[config.mk]
export PLATFORM = sky130hd
export DESIGN_NAME = fpu_addsub_pipe
export DESIGN_NICKNAME = d
export VERILOG_FILES = /design/src/rtl/fpu_addsub_pipe.sv
export SDC_FILE = /design/constraint.sdc
export NUM_CORES = 1
export LEC_CHECK = 0
export CAP_MARGIN = 20
export CORE_MARGIN = 4
export CORE_UTILIZATION = 50
export CTS_CLUSTER_SIZE = 20
export DETAILED_ROUTE_END_ITERATION = 10
export GPL_TIMING_DRIVEN = 0
export HOLD_SLACK_MARGIN = 0.15
export PLACE_DENSITY = 0.82
export SETUP_SLACK_MARGIN = 0.3
export SLEW_MARGIN = 10
export SYNTH_ARGS = -nofsm -noshare
export SYNTH_HDL_FRONTEND = slang
export SYNTH_SLANG_ARGS = --single-unit
[constraint.sdc]
create_clock -name i_clk -period 14 [get_ports i_clk]
set_input_delay 3.5 -clock i_clk [delete_from_list [all_inputs] [get_ports i_clk]]
set_output_delay 3.5 -clock i_clk [all_outputs]
set_load 0.01 [all_outputs]
[src/rtl/fpu_addsub_pipe.sv]
// Five-stage pipelined floating-point adder/subtractor (capture, align, add, normalize, round/pack).
// Denormals flush to zero; round-to-nearest-even; one global advance stalls all stages together.
module fpu_addsub_pipe #(
   parameter int EXP_W = 8,
   parameter int MAN_W = 23,
   parameter int TAG_W = 4
) (
   input  logic                 i_clk,
   input  logic                 i_rst_n,
   input  logic                 i_in_valid,
   output logic                 o_in_ready,
   input  logic [EXP_W+MAN_W:0] i_a,
   input  logic [EXP_W+MAN_W:0] i_b,
   input  logic                 i_sub,
   input  logic [TAG_W-1:0]     i_in_tag,
   output logic                 o_out_valid,
   input  logic                 i_out_ready,
   output logic [EXP_W+MAN_W:0] o_z,
   output logic [TAG_W-1:0]     o_out_tag,
   output logic [3:0]           o_flags
);
   localparam int W = 1 + EXP_W + MAN_W;
   localparam int F = MAN_W + 4;
   localparam int X = EXP_W + 2;
   localparam logic [EXP_W-1:0]    EXP_ONES  = '1;
   localparam logic [W-1:0]        QNAN      = {1'b0, EXP_ONES, 1'b1, {(MAN_W-1){1'b0}}};
   localparam logic [X-1:0]        ALIGN_MAX = X'(F - 1);
   localparam logic signed [X-1:0] EXP_INF   = {2'b00, EXP_ONES};
   localparam logic signed [X-1:0] EXP_ZERO  = '0;

   function automatic logic [X-1:0] lzc(input logic [F-1:0] v);
      logic [X-1:0] n;
      logic         done;
      n    = '0;
      done = 1'b0;
      for (int i = F - 1; i >= 0; i--) begin
         if (!done) begin
            if (v[i]) done = 1'b1;
            else      n = n + X'(1);
         end
      end
      return n;
   endfunction

   logic w_adv;
   assign w_adv      = ~o_out_valid | i_out_ready;
   assign o_in_ready = w_adv;

   // ---------------- stage 1: capture (SUB folded into B's sign) ----------------
   logic             r_s1_valid;
   logic [W-1:0]     r_s1_a, r_s1_b;
   logic [TAG_W-1:0] r_s1_tag;

   // NOTE: pipeline state uses non-blocking assignments so each stage samples its predecessor's pre-edge value.
   always_ff @(posedge i_clk or negedge i_rst_n) begin
      if (!i_rst_n) begin
         r_s1_valid <= 1'b0;
         r_s1_a     <= '0;
         r_s1_b     <= '0;
         r_s1_tag   <= '0;
      end else if (w_adv) begin
         r_s1_valid <= i_in_valid;
         r_s1_a     <= i_a;
         r_s1_b     <= {i_b[W-1] ^ i_sub, i_b[W-2:0]};
         r_s1_tag   <= i_in_tag;
      end
   end

   // ---------------- stage 2: classify, order by magnitude, align ----------------
   logic             w_sa, w_sb, w_za, w_zb, w_inf_a, w_inf_b, w_nan_a, w_nan_b, w_a_big;
   logic [EXP_W-1:0] w_ea, w_eb, w_exp_big;
   logic [MAN_W-1:0] w_fa, w_fb;
   logic [F-1:0]     w_sig_a, w_sig_b, w_sig_big, w_sig_sm, w_shifted, w_aligned;
   logic [X-1:0]     w_diff;
   logic             w_sign_big, w_lost, w_spec;
   logic [W-1:0]     w_spec_z;
   logic [3:0]       w_spec_f;

   assign {w_sa, w_ea, w_fa} = r_s1_a;
   assign {w_sb, w_eb, w_fb} = r_s1_b;
   assign w_za    = (w_ea == '0);
   assign w_zb    = (w_eb == '0);
   assign w_inf_a = (w_ea == EXP_ONES) && (w_fa == '0);
   assign w_inf_b = (w_eb == EXP_ONES) && (w_fb == '0);
   assign w_nan_a = (w_ea == EXP_ONES) && (w_fa != '0);
   assign w_nan_b = (w_eb == EXP_ONES) && (w_fb != '0);
   assign w_sig_a = w_za ? '0 : {1'b1, w_fa, 3'b000};
   assign w_sig_b = w_zb ? '0 : {1'b1, w_fb, 3'b000};
   assign w_a_big = {w_ea, w_fa} >= {w_eb, w_fb};
   assign w_spec  = w_nan_a | w_nan_b | w_inf_a | w_inf_b;

   always_comb begin
      w_sign_big = w_sb;
      w_exp_big  = w_eb;
      w_sig_big  = w_sig_b;
      w_sig_sm   = w_sig_a;
      w_diff     = {2'b00, w_eb} - {2'b00, w_ea};
      if (w_a_big) begin
         w_sign_big = w_sa;
         w_exp_big  = w_ea;
         w_sig_big  = w_sig_a;
         w_sig_sm   = w_sig_b;
         w_diff     = {2'b00, w_ea} - {2'b00, w_eb};
      end
      w_shifted = w_sig_sm >> w_diff;
      w_lost    = |(w_sig_sm & ~({F{1'b1}} << w_diff));
      if (w_diff >= ALIGN_MAX) w_aligned = {{(F-1){1'b0}}, |w_sig_sm};
      else                     w_aligned = {w_shifted[F-1:1], w_shifted[0] | w_lost};

      w_spec_z = {w_sb, EXP_ONES, {MAN_W{1'b0}}};
      w_spec_f = 4'b0000;
      if (w_nan_a || w_nan_b) begin
         w_spec_z = QNAN;
      end else if (w_inf_a && w_inf_b && (w_sa != w_sb)) begin
         w_spec_z = QNAN;
         w_spec_f = 4'b1000;
      end else if (w_inf_a) begin
         w_spec_z = {w_sa, EXP_ONES, {MAN_W{1'b0}}};
      end
   end

   logic             r_s2_valid, r_s2_sign, r_s2_eff_sub, r_s2_zsign, r_s2_spec;
   logic [TAG_W-1:0] r_s2_tag;
   logic [EXP_W-1:0] r_s2_exp;
   logic [F-1:0]     r_s2_big, r_s2_sm;
   logic [W-1:0]     r_s2_spec_z;
   logic [3:0]       r_s2_spec_f;

   always_ff @(posedge i_clk or negedge i_rst_n) begin
      if (!i_rst_n) begin
         r_s2_valid <= 1'b0; r_s2_sign <= 1'b0; r_s2_eff_sub <= 1'b0; r_s2_zsign <= 1'b0;
         r_s2_spec <= 1'b0; r_s2_tag <= '0; r_s2_exp <= '0; r_s2_big <= '0; r_s2_sm <= '0;
         r_s2_spec_z <= '0; r_s2_spec_f <= '0;
      end else if (w_adv) begin
         r_s2_valid   <= r_s1_valid;
         r_s2_tag     <= r_s1_tag;
         r_s2_sign    <= w_sign_big;
         r_s2_eff_sub <= w_sa ^ w_sb;
         r_s2_zsign   <= w_sa & w_sb;
         r_s2_exp     <= w_exp_big;
         r_s2_big     <= w_sig_big;
         r_s2_sm      <= w_aligned;
         r_s2_spec    <= w_spec;
         r_s2_spec_z  <= w_spec_z;
         r_s2_spec_f  <= w_spec_f;
      end
   end

   // ---------------- stage 3: magnitude add/subtract (big >= small, never negative) ----------------
   logic [F:0]              w_sum;
   logic                    r_s3_valid, r_s3_sign, r_s3_zsign, r_s3_spec;
   logic [TAG_W-1:0]        r_s3_tag;
   logic signed [X-1:0]     r_s3_exp;
   logic [F:0]              r_s3_sum;
   logic [W-1:0]            r_s3_spec_z;
   logic [3:0]              r_s3_spec_f;

   assign w_sum = r_s2_eff_sub ? ({1'b0, r_s2_big} - {1'b0, r_s2_sm})
                               : ({1'b0, r_s2_big} + {1'b0, r_s2_sm});

   always_ff @(posedge i_clk or negedge i_rst_n) begin
      if (!i_rst_n) begin
         r_s3_valid <= 1'b0; r_s3_sign <= 1'b0; r_s3_zsign <= 1'b0; r_s3_spec <= 1'b0;
         r_s3_tag <= '0; r_s3_exp <= '0; r_s3_sum <= '0; r_s3_spec_z <= '0; r_s3_spec_f <= '0;
      end else if (w_adv) begin
         r_s3_valid  <= r_s2_valid;
         r_s3_tag    <= r_s2_tag;
         r_s3_sign   <= r_s2_sign;
         r_s3_zsign  <= r_s2_zsign;
         r_s3_exp    <= {2'b00, r_s2_exp};
         r_s3_sum    <= w_sum;
         r_s3_spec   <= r_s2_spec;
         r_s3_spec_z <= r_s2_spec_z;
         r_s3_spec_f <= r_s2_spec_f;
      end
   end

   // ---------------- stage 4: normalize ----------------
   logic [X-1:0]        w_lz;
   logic [F-1:0]        w_norm;
   logic signed [X-1:0] w_norm_exp;

   assign w_lz = lzc(r_s3_sum[F-1:0]);

   always_comb begin
      if (r_s3_sum[F]) begin
         w_norm     = {r_s3_sum[F:2], r_s3_sum[1] | r_s3_sum[0]};
         w_norm_exp = r_s3_exp + X'(1);
      end else begin
         w_norm     = r_s3_sum[F-1:0] << w_lz;
         w_norm_exp = r_s3_exp - w_lz;
      end
   end

   logic                r_s4_valid, r_s4_sign, r_s4_zsign, r_s4_zero, r_s4_spec;
   logic [TAG_W-1:0]    r_s4_tag;
   logic signed [X-1:0] r_s4_exp;
   logic [F-1:0]        r_s4_norm;
   logic [W-1:0]        r_s4_spec_z;
   logic [3:0]          r_s4_spec_f;

   always_ff @(posedge i_clk or negedge i_rst_n) begin
      if (!i_rst_n) begin
         r_s4_valid <= 1'b0; r_s4_sign <= 1'b0; r_s4_zsign <= 1'b0; r_s4_zero <= 1'b0;
         r_s4_spec <= 1'b0; r_s4_tag <= '0; r_s4_exp <= '0; r_s4_norm <= '0;
         r_s4_spec_z <= '0; r_s4_spec_f <= '0;
      end else if (w_adv) begin
         r_s4_valid  <= r_s3_valid;
         r_s4_tag    <= r_s3_tag;
         r_s4_sign   <= r_s3_sign;
         r_s4_zsign  <= r_s3_zsign;
         r_s4_zero   <= (r_s3_sum == '0);
         r_s4_exp    <= w_norm_exp;
         r_s4_norm   <= w_norm;
         r_s4_spec   <= r_s3_spec;
         r_s4_spec_z <= r_s3_spec_z;
         r_s4_spec_f <= r_s3_spec_f;
      end
   end

   // ---------------- stage 5: round to nearest even, range check, pack ----------------
   logic                w_inc, w_nx;
   logic [MAN_W+1:0]    w_mant;
   logic signed [X-1:0] w_exp_r;
   logic [MAN_W-1:0]    w_frac;
   logic [W-1:0]        w_z;
   logic [3:0]          w_flags;

   assign w_inc   = r_s4_norm[2] & (r_s4_norm[1] | r_s4_norm[0] | r_s4_norm[3]);
   assign w_nx    = |r_s4_norm[2:0];
   assign w_mant  = {1'b0, r_s4_norm[F-1:3]} + (MAN_W+2)'(w_inc);
   assign w_exp_r = r_s4_exp + {{(X-1){1'b0}}, w_mant[MAN_W+1]};
   assign w_frac  = w_mant[MAN_W+1] ? w_mant[MAN_W:1] : w_mant[MAN_W-1:0];

   always_comb begin
      w_z     = {r_s4_sign, w_exp_r[EXP_W-1:0], w_frac};
      w_flags = {3'b000, w_nx};
      if (r_s4_spec) begin
         w_z     = r_s4_spec_z;
         w_flags = r_s4_spec_f;
      end else if (r_s4_zero) begin
         w_z     = {r_s4_zsign, {(W-1){1'b0}}};
         w_flags = 4'b0000;
      end else if (w_exp_r >= EXP_INF) begin
         w_z     = {r_s4_sign, EXP_ONES, {MAN_W{1'b0}}};
         w_flags = 4'b0101;
      end else if (w_exp_r <= EXP_ZERO) begin
         w_z     = {r_s4_sign, {(W-1){1'b0}}};
         w_flags = 4'b0011;
      end
   end

   always_ff @(posedge i_clk or negedge i_rst_n) begin
      if (!i_rst_n) begin
         o_out_valid <= 1'b0;
         o_z         <= '0;
         o_out_tag   <= '0;
         o_flags     <= '0;
      end else if (w_adv) begin
         o_out_valid <= r_s4_valid;
         o_z         <= w_z;
         o_out_tag   <= r_s4_tag;
         o_flags     <= w_flags;
      end
   end
endmodule

==> Flow_metrics.wiki, run 1 <==
{| class="wikitable"
! Metric !! Value
|-
| Most used cell along the critical path || ha_4
|-
| Final estimated routing congestion in global placement || 0.9880
|-
| Max Buffers Root-to-Sink || 3
|-
| Vias/cell || 6.227
|-
| Final TNS setup || -9.763 ns
|-
| Hold Path Stages || 2
|-
| Cell area after synthesis || 22070 sq um
|-
| Final Critical Period || 14.69 ns
|-
| Leakage power || 11.76 nW
|-
| Post-synth top area share || 0.3175
|-
| Worst Path Required || 14.50 ns
|-
| Relative contribution of combinational cells to total power || 0.696
|-
| Sink count of the clock tree || 280
|-
| Gate count after technology mapping || 2857
|-
| FF-to-FF path depth || 82
|-
| Overall Global Routing Usage || 0.3179
|-
| Synth Register Bits || 280
|-
| Syn Area/Cell || 7.724 sq um
|-
| Classification of the worst-slack hold path || flip-flop to flip-flop
|-
| Top Family by Delay on Critical Path || compound AO/OA/AOI/OAI gates
|-
| TritonCTS clock tree || built
|-
| Count of yosys warnings during synthesis || 0
|-
| Fraction of layout cells with a size suffix above 1 || 0.1078
|-
| EDFF count, synth || 0
|-
| PD cells || 278.8 nW/um^2
|-
| Vertical extent of the die || 218.1 um
|-
| Critical Path Source Type || flip-flop
|-
| Reg2Reg Setup Slack || -0.69 ns
|-
| Worst path arrival time || 15.19 ns
|-
| Number of optimization iterations in the first detailed-route pass || 7
|-
| Max-slew headroom || 0.2932
|-
| Worst supply voltage drop on vdd || 0.1476 mV
|-
| Final worst-path setup slack || -0.6889 ns
|-
| Port-buffer cells || 114
|-
| Result of the run || complete, but fails checks
|-
| RSZ-0062 raised after global routing || yes
|-
| Number of global-route vias before repair || 22515
|-
| Syn nets || 3033
|-
| Cell type contributing the most total cell area after synthesis || dfrtp_1
|-
| Worst clock skew on the final layout || 0.01777 ns
|-
| Max-cap violations || 0
|-
| Clock input transition at the sequential cells of the worst setup and hold paths || 0.06 ns
|-
| Detailed-route wire length || 78530 um
|-
| Failing checks || setup timing
|-
| CP bufs+invs || 7
|-
| Hold endpoint || r_s1_tag[2]
|-
| Final Hold Fails || 0
|-
| Slew at the pin with the worst max-slew slack || 1.046 ns
|-
| Number of instances in the placed design || 3558
|-
| Core ar. || 43360 sq um
|-
| Wire length per cell || 21.11 um
|-
| Final cycle utilization of the critical path || 1.049
|-
| Critical hold path startpoint || r_s1_tag[2]
|-
| Power dissipated by switching net loads || 0.003783 W
|-
| Wire length of the first global-routing pass || 122100 um
|-
| Io pins || 115
|-
| Post-CTS Hold Buffers || 0
|-
| H-tree level count || 1
|-
| Seq/Total Area, Yosys || 0.3175
|-
| Worst Setup End Kind || flip-flop
|-
| Max Clk Rate || 68.08 MHz
|-
| Final Max Slew Viols || 0
|-
| Leading cell type by number of instances after synthesis || nand2_1
|-
| Top cells by instance count after synthesis || nand2_1, dfrtp_1, nor2_1
|-
| Number of vias in the routed layout || 23166
|-
| Clock buffers created by TritonCTS || 30
|-
| Worst-case setup slack after placement || -1.948 ns
|-
| Die area || 47560 sq um
|-
| Net switching fraction of the power || 0.5081
|-
| Area added between synthesis and finish || 21.00%
|-
| Fill cell total of the finished layout || 3711
|-
| Sequential group share of total power || 0.193
|-
| Row Count || 76
|-
| Initial DRC count || 2580
|-
| Distinct cell type count of the synthesized netlist || 98
|-
| Largest net degree at the start of global routing || 107
|-
| Clock Power Share || 0.111
|-
| RR Startpoint || r_s3_sum[24]
|-
| Share of synthesized registers carrying an async set or reset || 1.000
|-
| Placement Cell Area || 24120 sq um
|-
| Remaining number of nets flagged by the antenna check after routing || 0
|-
| Fin area || 26700 sq um
|-
| Initial antenna violation count || 1
|-
| Die width || 218.1 um
|-
| Maximum cell stage delay along the critical path || 0.40 ns
|-
| Top cells by area, synth || dfrtp_1, nand2_1, o21ai_0, ha_1, nor2_1
|-
| Highest fanout seen on the critical path || 3
|-
| Reg-to-reg endpoint || r_s4_exp[7]
|-
| Category of the most critical setup path || flip-flop to flip-flop
|-
| Detailed Place HPWL || 58130 um
|-
| Most common flop cell mapped by yosys || dfrtp_1
|-
| Clock latency on the worst-skew pair || 0.59 ns
|-
| Root cell of the clock tree || clkbuf_16
|-
| Final Instance Count excl. Fillers || 3720
|-
| Post-route DRC || 0
|-
| P_int || 0.003662 W
|-
| Worst-path cell with the longest stage delay || dfrtp_1
|-
| Global route total overflow || 0
|-
| Antenna diode count || 0
|-
| Endpoints failing setup || 31
|-
| Final-stage net count || 3289
|-
| Number of logic stages on the critical path including buffering || 82
|-
| Initial standard-cell utilization of the core || 0.5089
|}
-- power by group through the flow --
stage,Clock (W),Sequential (W),Combinational (W)
floorplan,0,0.00134,0.00311
global placement,0,0.00142,0.00429
detailed placement,0,0.00143,0.00438
CTS,0.000835,0.00142,0.00476
global route,0.000870,0.00147,0.00556
finish,0.000826,0.00144,0.00518
-- placed cells by master (no fill, tap or decap), types with 87 or more instances in the layout --
master / n
a21oi_1: 162
nand2_1: 560
buf_4: 106
clkbuf_1: 142
o21ai_0: 236
ha_1: 87
nor2_1: 270
clkdlybuf4s50_1: 113
xnor2_1: 92
inv_1: 97
dfrtp_1: 278
-- per-layer routing --
layer  global-route usage  vias up  share of wire
met1               0.4141    11017           0.40
met2               0.5304     1332           0.47
li1                     -    10513              -
met5                    0        -        0.00011
met3              0.03615      302          0.077
met4               0.1521        2          0.055
-- worst reg2reg max path: cells and delay by family (launching register included) --
family | cells | cell delay (ns)
flops | 1 | 0.40
fa+ha+maj | 17 | 4.57
buf+inv | 7 | 0.75
mux | 6 | 1.03
simple gates | 21 | 2.67
compound gates | 28 | 4.72
xor+xnor | 3 | 0.50
-- through the flow --
| step | hold WS [ns] | power, W | util |
|---|---|---|---|
| floorplan | 0.4300 | 0.004454 | - |
| global placement | 0.4481 | 0.005715 | 0.5549 |
| detailed placement | 0.4539 | 0.005817 | 0.5563 |
| CTS | 0.4678 | 0.007017 | 0.6042 |
| global route | 0.4803 | 0.007896 | 0.6158 |
| finish | 0.4650 | 0.007445 | 0.6158 |
-- cells by family after synthesis --
group	after synthesis	synth area share
compound gates	748	0.2066
fa+ha+maj	104	0.05987
buf+inv	271	0.04689
simple gates	1173	0.2338
mux	111	0.05613
xor+xnor	170	0.07920
flops	280	0.3175
-- worst max-delay path by stage --
stage | start | end | slack (ns)
2_1_floorplan | r_s3_sum[24] | r_s4_exp[7] | 0.31
3_3_place_gp | i_rst_n | r_s2_sm[11] | -2.08
3_5_place_dp | r_s3_sum[25] | r_s4_exp[7] | -1.95
4_1_cts | r_s3_sum[24] | r_s4_exp[8] | 0.04
5_1_grt | r_s3_sum[24] | r_s4_exp[7] | -1.29
6_report | r_s3_sum[24] | r_s4_exp[7] | -0.69
-- final cells by class --
| cell class | count | area [sq um] | area share |
|---|---|---|---|
| clock buffer | 42 | 855.8 | 0.03205 |
| multi-input combinational | 2306 | 14730 | 0.5518 |
| clock inverter | 12 | 171.4 | 0.006419 |
| buffer | 166 | 754.5 | 0.02825 |
| tap | 585 | 732.0 | 0.02741 |
| timing repair buffer | 224 | 2049 | 0.07675 |
| sequential | 280 | 7009 | 0.2625 |
| inverter | 105 | 396.6 | 0.01485 |
-- repair_timing --
item	CTS	global route
resized for setup	94	87
endpoints found under the setup margin	36	36
setup buffers	79	27
gates cloned	0	1
pin swaps	78	75
-- state kept, by name, indices dropped and copies added (netlist names), 8 cells and up --
register / count
r_s1_a: 32
r_s3_exp: 8
r_s4_exp: 10
r_s1_b: 32
o_z: 32
r_s2_big: 24
r_s2_sm: 27
r_s2_exp: 8
r_s4_norm: 27
r_s3_sum: 28
Power figures use the tool's default switching activity.
==> run 2, diff against run 1 <==
CORE_UTILIZATION = 46   (was 50)
PLACE_DENSITY = 0.77   (was 0.82)
SLEW_MARGIN = 40   (was 10)
==> run 2 against run 1 <==
  * The run still ends with setup timing left
  * Sequential share of layout area down 0.36 points
  * Sequential power about the same
  * Via count fell by 1.7%
  * Die area grew 8.4%
  * Fmax is 0.32% higher
  * Core utilization fell by 3.9 points
  * Clock skew grew 0.014 ns
  * Global-route usage down 4.0 points
  * Clock power increased by 7.9%
  * Cell count up 1.3%
  * Highest routed layer is now met4
==> Flow_metrics.wiki, run 2 (synthesis results as in run 1) <==
{| class="wikitable"
! Metric !! Value
|-
| Result of the run || complete, but fails checks
|-
| Failing checks || setup timing
|-
| Number of optimization iterations in the first detailed-route pass || 8
|-
| Category of the most critical setup path || flip-flop to flip-flop
|-
| Detailed-route wire length || 74990 um
|-
| TritonCTS clock tree || built
|-
| Top library cells by usage in the layout, fill and taps aside || nand2_1, dfrtp_1, nor2_1, o21ai_0, a21oi_1
|-
| Remaining number of nets flagged by the antenna check after routing || 0
|-
| Most used cell along the critical path || buf_4
|-
| Endpoints failing setup || 24
|-
| Final estimated routing congestion in global placement || 1.016
|-
| Maximum cell stage delay along the critical path || 0.51 ns
|-
| Grt met2 use || 0.4647
|-
| Overall Global Routing Usage || 0.2784
|-
| Slew at the pin with the worst max-slew slack || 0.9092 ns
|-
| Area added between synthesis and finish || 22.70%
|-
| CP bufs+invs || 29
|-
| Final worst-path setup slack || -0.6424 ns
|-
| RSZ-0062 raised after global routing || yes
|-
| Worst-path cell with the longest stage delay || nor4_2
|-
| H-tree level count || 2
|-
| Fraction of layout cells with a size suffix above 1 || 0.1199
|-
| Final TNS setup || -5.252 ns
|-
| PD cells || 278.6 nW/um^2
|-
| Relative contribution of combinational cells to total power || 0.694
|-
| Final design utilization || 0.5767
|-
| Classification of the worst-slack hold path || flip-flop to flip-flop
|-
| Clock input transition at the sequential cells of the worst setup and hold paths || 0.06 ns
|-
| Critical Path Source Type || flip-flop
|-
| Largest net degree at the start of global routing || 68
|-
| P_int || 0.003766 W
|-
| Io pins || 115
|-
| Power dissipated by switching net loads || 0.003777 W
|-
| Number of vias in the routed layout || 22762
|-
| Sequential group share of total power || 0.187
|-
| Worst supply voltage drop on vdd || 0.1184 mV
|-
| Row Count || 79
|-
| Port-buffer cells || 114
|-
| Max-cap violations || 0
|-
| Wire length per cell || 19.90 um
|-
| Global route hottest layer || met2
|-
| Max-slew headroom || 0.3910
|-
| Worst Path Required || 14.38 ns
|-
| Hold Worst Slack || 0.4635 ns
|-
| Highest fanout seen on the critical path || 10
|-
| Initial standard-cell utilization of the core || 0.4700
|-
| Net switching fraction of the power || 0.5007
|-
| Sink count of the clock tree || 280
|-
| Worst path arrival time || 15.02 ns
|-
| Reg2Reg Setup Slack || -0.64 ns
|-
| Top Family by Delay on Critical Path || buffers and inverters
|-
| Initial antenna violation count || 0
|-
| Antenna diode count || 0
|-
| Vertical extent of the die || 227.0 um
|-
| Die width || 227.0 um
|-
| Met3 routing resource usage after global routing || 0.03881
|-
| Clock buffers created by TritonCTS || 34
|-
| Leakage power || 11.92 nW
|-
| Final Max Slew Viols || 0
|-
| Clock latency on the worst-skew pair || 0.54 ns
|-
| Clock Power Share || 0.118
|-
| Global routing met1 resource utilization || 0.3658
|-
| Final-stage net count || 3311
|-
| Post-route DRC || 0
|-
| Detailed Place HPWL || 55770 um
|-
| Vias/cell || 6.041
|-
| Worst clock skew on the final layout || 0.03181 ns
|-
| Number of global-route vias before repair || 21380
|-
| Die area || 51540 sq um
|-
| Max Clk Rate || 68.29 MHz
|-
| Max Buffers Root-to-Sink || 3
|-
| Biggest regs || o_z: 32 flops, r_s1_a: 32 flops, r_s1_b: 32 flops
|-
| Root cell of the clock tree || clkbuf_16
|-
| Core ar. || 46950 sq um
|-
| Post-route total power || 0.007543 W
|-
| Wire length of the first global-routing pass || 115300 um
|-
| Global route total overflow || 0
|-
| Leading cell type in the layout, fill and taps excluded || nand2_1
|-
| Initial DRC count || 2367
|-
| Final cycle utilization of the critical path || 1.046
|-
| Final Critical Period || 14.64 ns
|-
| Final Hold Fails || 0
|-
| Worst Setup End Kind || flip-flop
|}
[run 2: cell type report]
cell class	count	area, sq um
multi-input combinational	2306	14820
inverter	105	394.1
sequential	280	7009
clock buffer	51	1026
timing repair buffer	242	2232
tap	607	759.5
fill	4173	19870
buffer	166	730.7
clock inverter	11	111.4
[run 2: final timing paths]
check / startpoint / to / cells after the start
setup / recovery: r_s3_sum[24] / r_s4_exp[8] / 80
hold / removal: o_out_tag[1] / o_out_tag[1] / 2
setup reg to reg: r_s3_sum[24] / r_s4_exp[8] / 80
hold reg to reg: o_out_tag[1] / o_out_tag[1] / 2
max in group asynchronous: i_rst_n / r_s2_sm[15] / 3
min in group asynchronous: i_rst_n / o_out_valid / 1
[run 2: power by group through the flow]
stage / Sequential, W / Combinational, W / Clock [W]
floorplan: 0.00134 / 0.00311 / 0
finish: 0.00141 / 0.00524 / 0.000891
global placement: 0.00141 / 0.00431 / 0
global route: 0.00145 / 0.00564 / 0.000934
detailed placement: 0.00141 / 0.00435 / 0
CTS: 0.00140 / 0.00473 / 0.000901
[run 2: timing repair]
item	4_1_cts	5_1_grt
resized for setup	89	112
pin swaps	70	86
setup endpoints to repair	36	36
hold buffers	0	0
buffers inserted	95	28
[run 2: per-layer routing]
layer | vias up | part of all wire
met3 | 245 | 0.075
met1 | 10859 | 0.41
met2 | 1105 | 0.46
met4 | 0 | 0.048
met5 | - | 0
li1 | 10553 | -
[run 2: worst reg2reg max path: cells and delay by family (launching register included)]
family | cells | cell delay (ns)
AOI/OAI and AO/OA | 19 | 3.16
xor gates and xnor gates | 6 | 1.81
adders and majority gates | 10 | 2.69
buffers and inverters | 29 | 3.81
DFF | 1 | 0.39
muxes | 4 | 0.69
and+or+nand+nor | 12 | 1.98
[run 2: metrics by stage]
step,setup WS [ns],instance area (sq um),std cells
CTS,0.09910,26430,3740
global route,-1.038,27080,3768
floorplan,0.3071,22190,2857
detailed placement,-1.689,24220,3583
global placement,-2.503,24090,3578
finish,-0.6424,27080,3768
==> variant: new RTL, flow settings as in run 2 <==
Reset style: synchronous (`i_rst_n`), changed in 5 clocked blocks.
--- a/src/rtl/fpu_addsub_pipe.sv
+++ b/src/rtl/fpu_addsub_pipe.sv
@@ -53,5 +53,5 @@
 
    // NOTE: pipeline state uses non-blocking assignments so each stage samples its predecessor's pre-edge value.
-   always_ff @(posedge i_clk or negedge i_rst_n) begin
+   always_ff @(posedge i_clk) begin
       if (!i_rst_n) begin
          r_s1_valid <= 1'b0;
@@ -127,5 +127,5 @@
    logic [3:0]       r_s2_spec_f;
 
-   always_ff @(posedge i_clk or negedge i_rst_n) begin
+   always_ff @(posedge i_clk) begin
       if (!i_rst_n) begin
          r_s2_valid <= 1'b0; r_s2_sign <= 1'b0; r_s2_eff_sub <= 1'b0; r_s2_zsign <= 1'b0;
@@ -159,5 +159,5 @@
                                : ({1'b0, r_s2_big} + {1'b0, r_s2_sm});
 
-   always_ff @(posedge i_clk or negedge i_rst_n) begin
+   always_ff @(posedge i_clk) begin
       if (!i_rst_n) begin
          r_s3_valid <= 1'b0; r_s3_sign <= 1'b0; r_s3_zsign <= 1'b0; r_s3_spec <= 1'b0;
@@ -200,5 +200,5 @@
    logic [3:0]          r_s4_spec_f;
 
-   always_ff @(posedge i_clk or negedge i_rst_n) begin
+   always_ff @(posedge i_clk) begin
       if (!i_rst_n) begin
          r_s4_valid <= 1'b0; r_s4_sign <= 1'b0; r_s4_zsign <= 1'b0; r_s4_zero <= 1'b0;
@@ -251,5 +251,5 @@
    end
 
-   always_ff @(posedge i_clk or negedge i_rst_n) begin
+   always_ff @(posedge i_clk) begin
       if (!i_rst_n) begin
          o_out_valid <= 1'b0;
Check against the original RTL: differs if i_rst_n is asserted again (counterexample within 4 cycles, from zero or initial values and one cycle with i_rst_n low); with i_rst_n held inactive, the same outputs for 4 cycles.
==> variant against run 2 <==
- the run still ends with setup timing left
- worst setup slack worse by 0.10 ns
- wire length up 10%
- critical path depth grew 9
- design area increased by 0.33%
- sequential share of layout area down 5.2 points
- total power fell by 26%
- combinational power down 31%
- count of clock-buffer cells in the layout down 17
- sequential cell count unchanged
- clock power grew 0.6%
- area after synthesis increased by 1.9%
- hold slack worse by 0.013 ns
- largest cell class unchanged
==> variant: results (changes against run 2) <==
Setup path
The startpoint identified for the worst register-to-register timing path is r_s3_sum[26]. The destination of the critical timing path is r_s4_exp[8]. The cell with the largest stage delay on the worst path is sky130_fd_sc_hd__ha_1. The highest fanout seen on the critical path is 4 (-6).

Synth
The share of synthesized cell area in full adder, half adder and majority cells was 0.0602 (+0.000302). Ranked by total cell area, the synthesized netlist is headed by sky130_fd_sc_hd__dfxtp_1, sky130_fd_sc_hd__nand2_1, sky130_fd_sc_hd__a21oi_1, sky130_fd_sc_hd__ha_1, sky130_fd_sc_hd__nor2_1. The gate count of the mapped netlist is 3097 (+8.4%). The compound-gate portion of the synthesized area is 0.248 (+0.0412). After synthesis, the most frequently instantiated cells are sky130_fd_sc_hd__nand2_1, sky130_fd_sc_hd__nor2_1, sky130_fd_sc_hd__a21oi_1.

GRT
The number of global-route vias before repair was 23000 (+7.4%). The global-route wire length before repair was 126 mm (+9.4%).

Final layout
The total number of multi-input combinational cells is 2511 (+8.9%). The ratio of cells with drive above 1 in the final layout was 0.112 (-0.00796). The clock tree buffer count of the final layout is 34 (-33%). The post-route non-filler standard cell count is 3956 (+5.0%).

The final net count is 3495 (+5.6%). The fraction of the core area covered by cells at the end of the flow came to 0.565 (-0.0113).

Routing
The total number of vias came to 24700 (+8.5%). The number of DRC markers after the initial detailed-route iteration was 2626 (+11%).

Run status
The flow ran to the end, but the final reports show violations. The final reports fail on setup timing.

Power and ir drop
The worst voltage drop across the vdd grid is 0.000120 V (+0.95%).

CTS
The post-cts gate resize count is 112 (+26%). The CTS buffer count came to 29 (-15%). The clock latency on the worst-skew pair was 0.59 ns (+0.05 ns).

Hold path
The worst hold path terminates at r_s1_tag[1]. The launch instance of the worst min-delay path is r_s1_tag[1].

STA
The least setup slack across all paths after layout was -0.747 ns (-0.105 ns). The number of failing setup endpoints in the final timing report is 35 (+46%).

Placement
The number of input and output port buffers inserted is 113 (-0.88%).
## variant: power by group through the flow
stage          Clock (W)  Combinational, W  Sequential (W)
6_report        0.000896           0.00364         0.00102
5_1_grt         0.000932           0.00387         0.00103
4_1_cts         0.000899           0.00327         0.00101
3_5_place_dp           0           0.00285         0.00103
3_3_place_gp           0           0.00283         0.00103
2_1_floorplan          0           0.00215         0.00100
## variant: layer usage
| layer | routed length (µm) | up-vias | track usage |
|---|---|---|---|
| met3 | 6830 | 295 | 0.0323 |
| met4 | 4440 | 0 | 0.138 |
| met1 | 33500 | 11600 | 0.380 |
| met5 | 0 | - | 0 |
| li1 | - | 11600 | - |
| met2 | 37800 | 1271 | 0.487 |
## variant: worst register-to-register path: cells and delay by family, from the launching register on
family / cells / cell delay [ns]
buffers and inverters: 9 / 0.85
xor gates and xnor gates: 4 / 0.66
AOI/OAI and AO/OA: 32 / 4.99
and+or+nand+nor: 17 / 1.74
DFF: 1 / 0.35
muxes: 10 / 1.80
adders and majority gates: 17 / 4.24
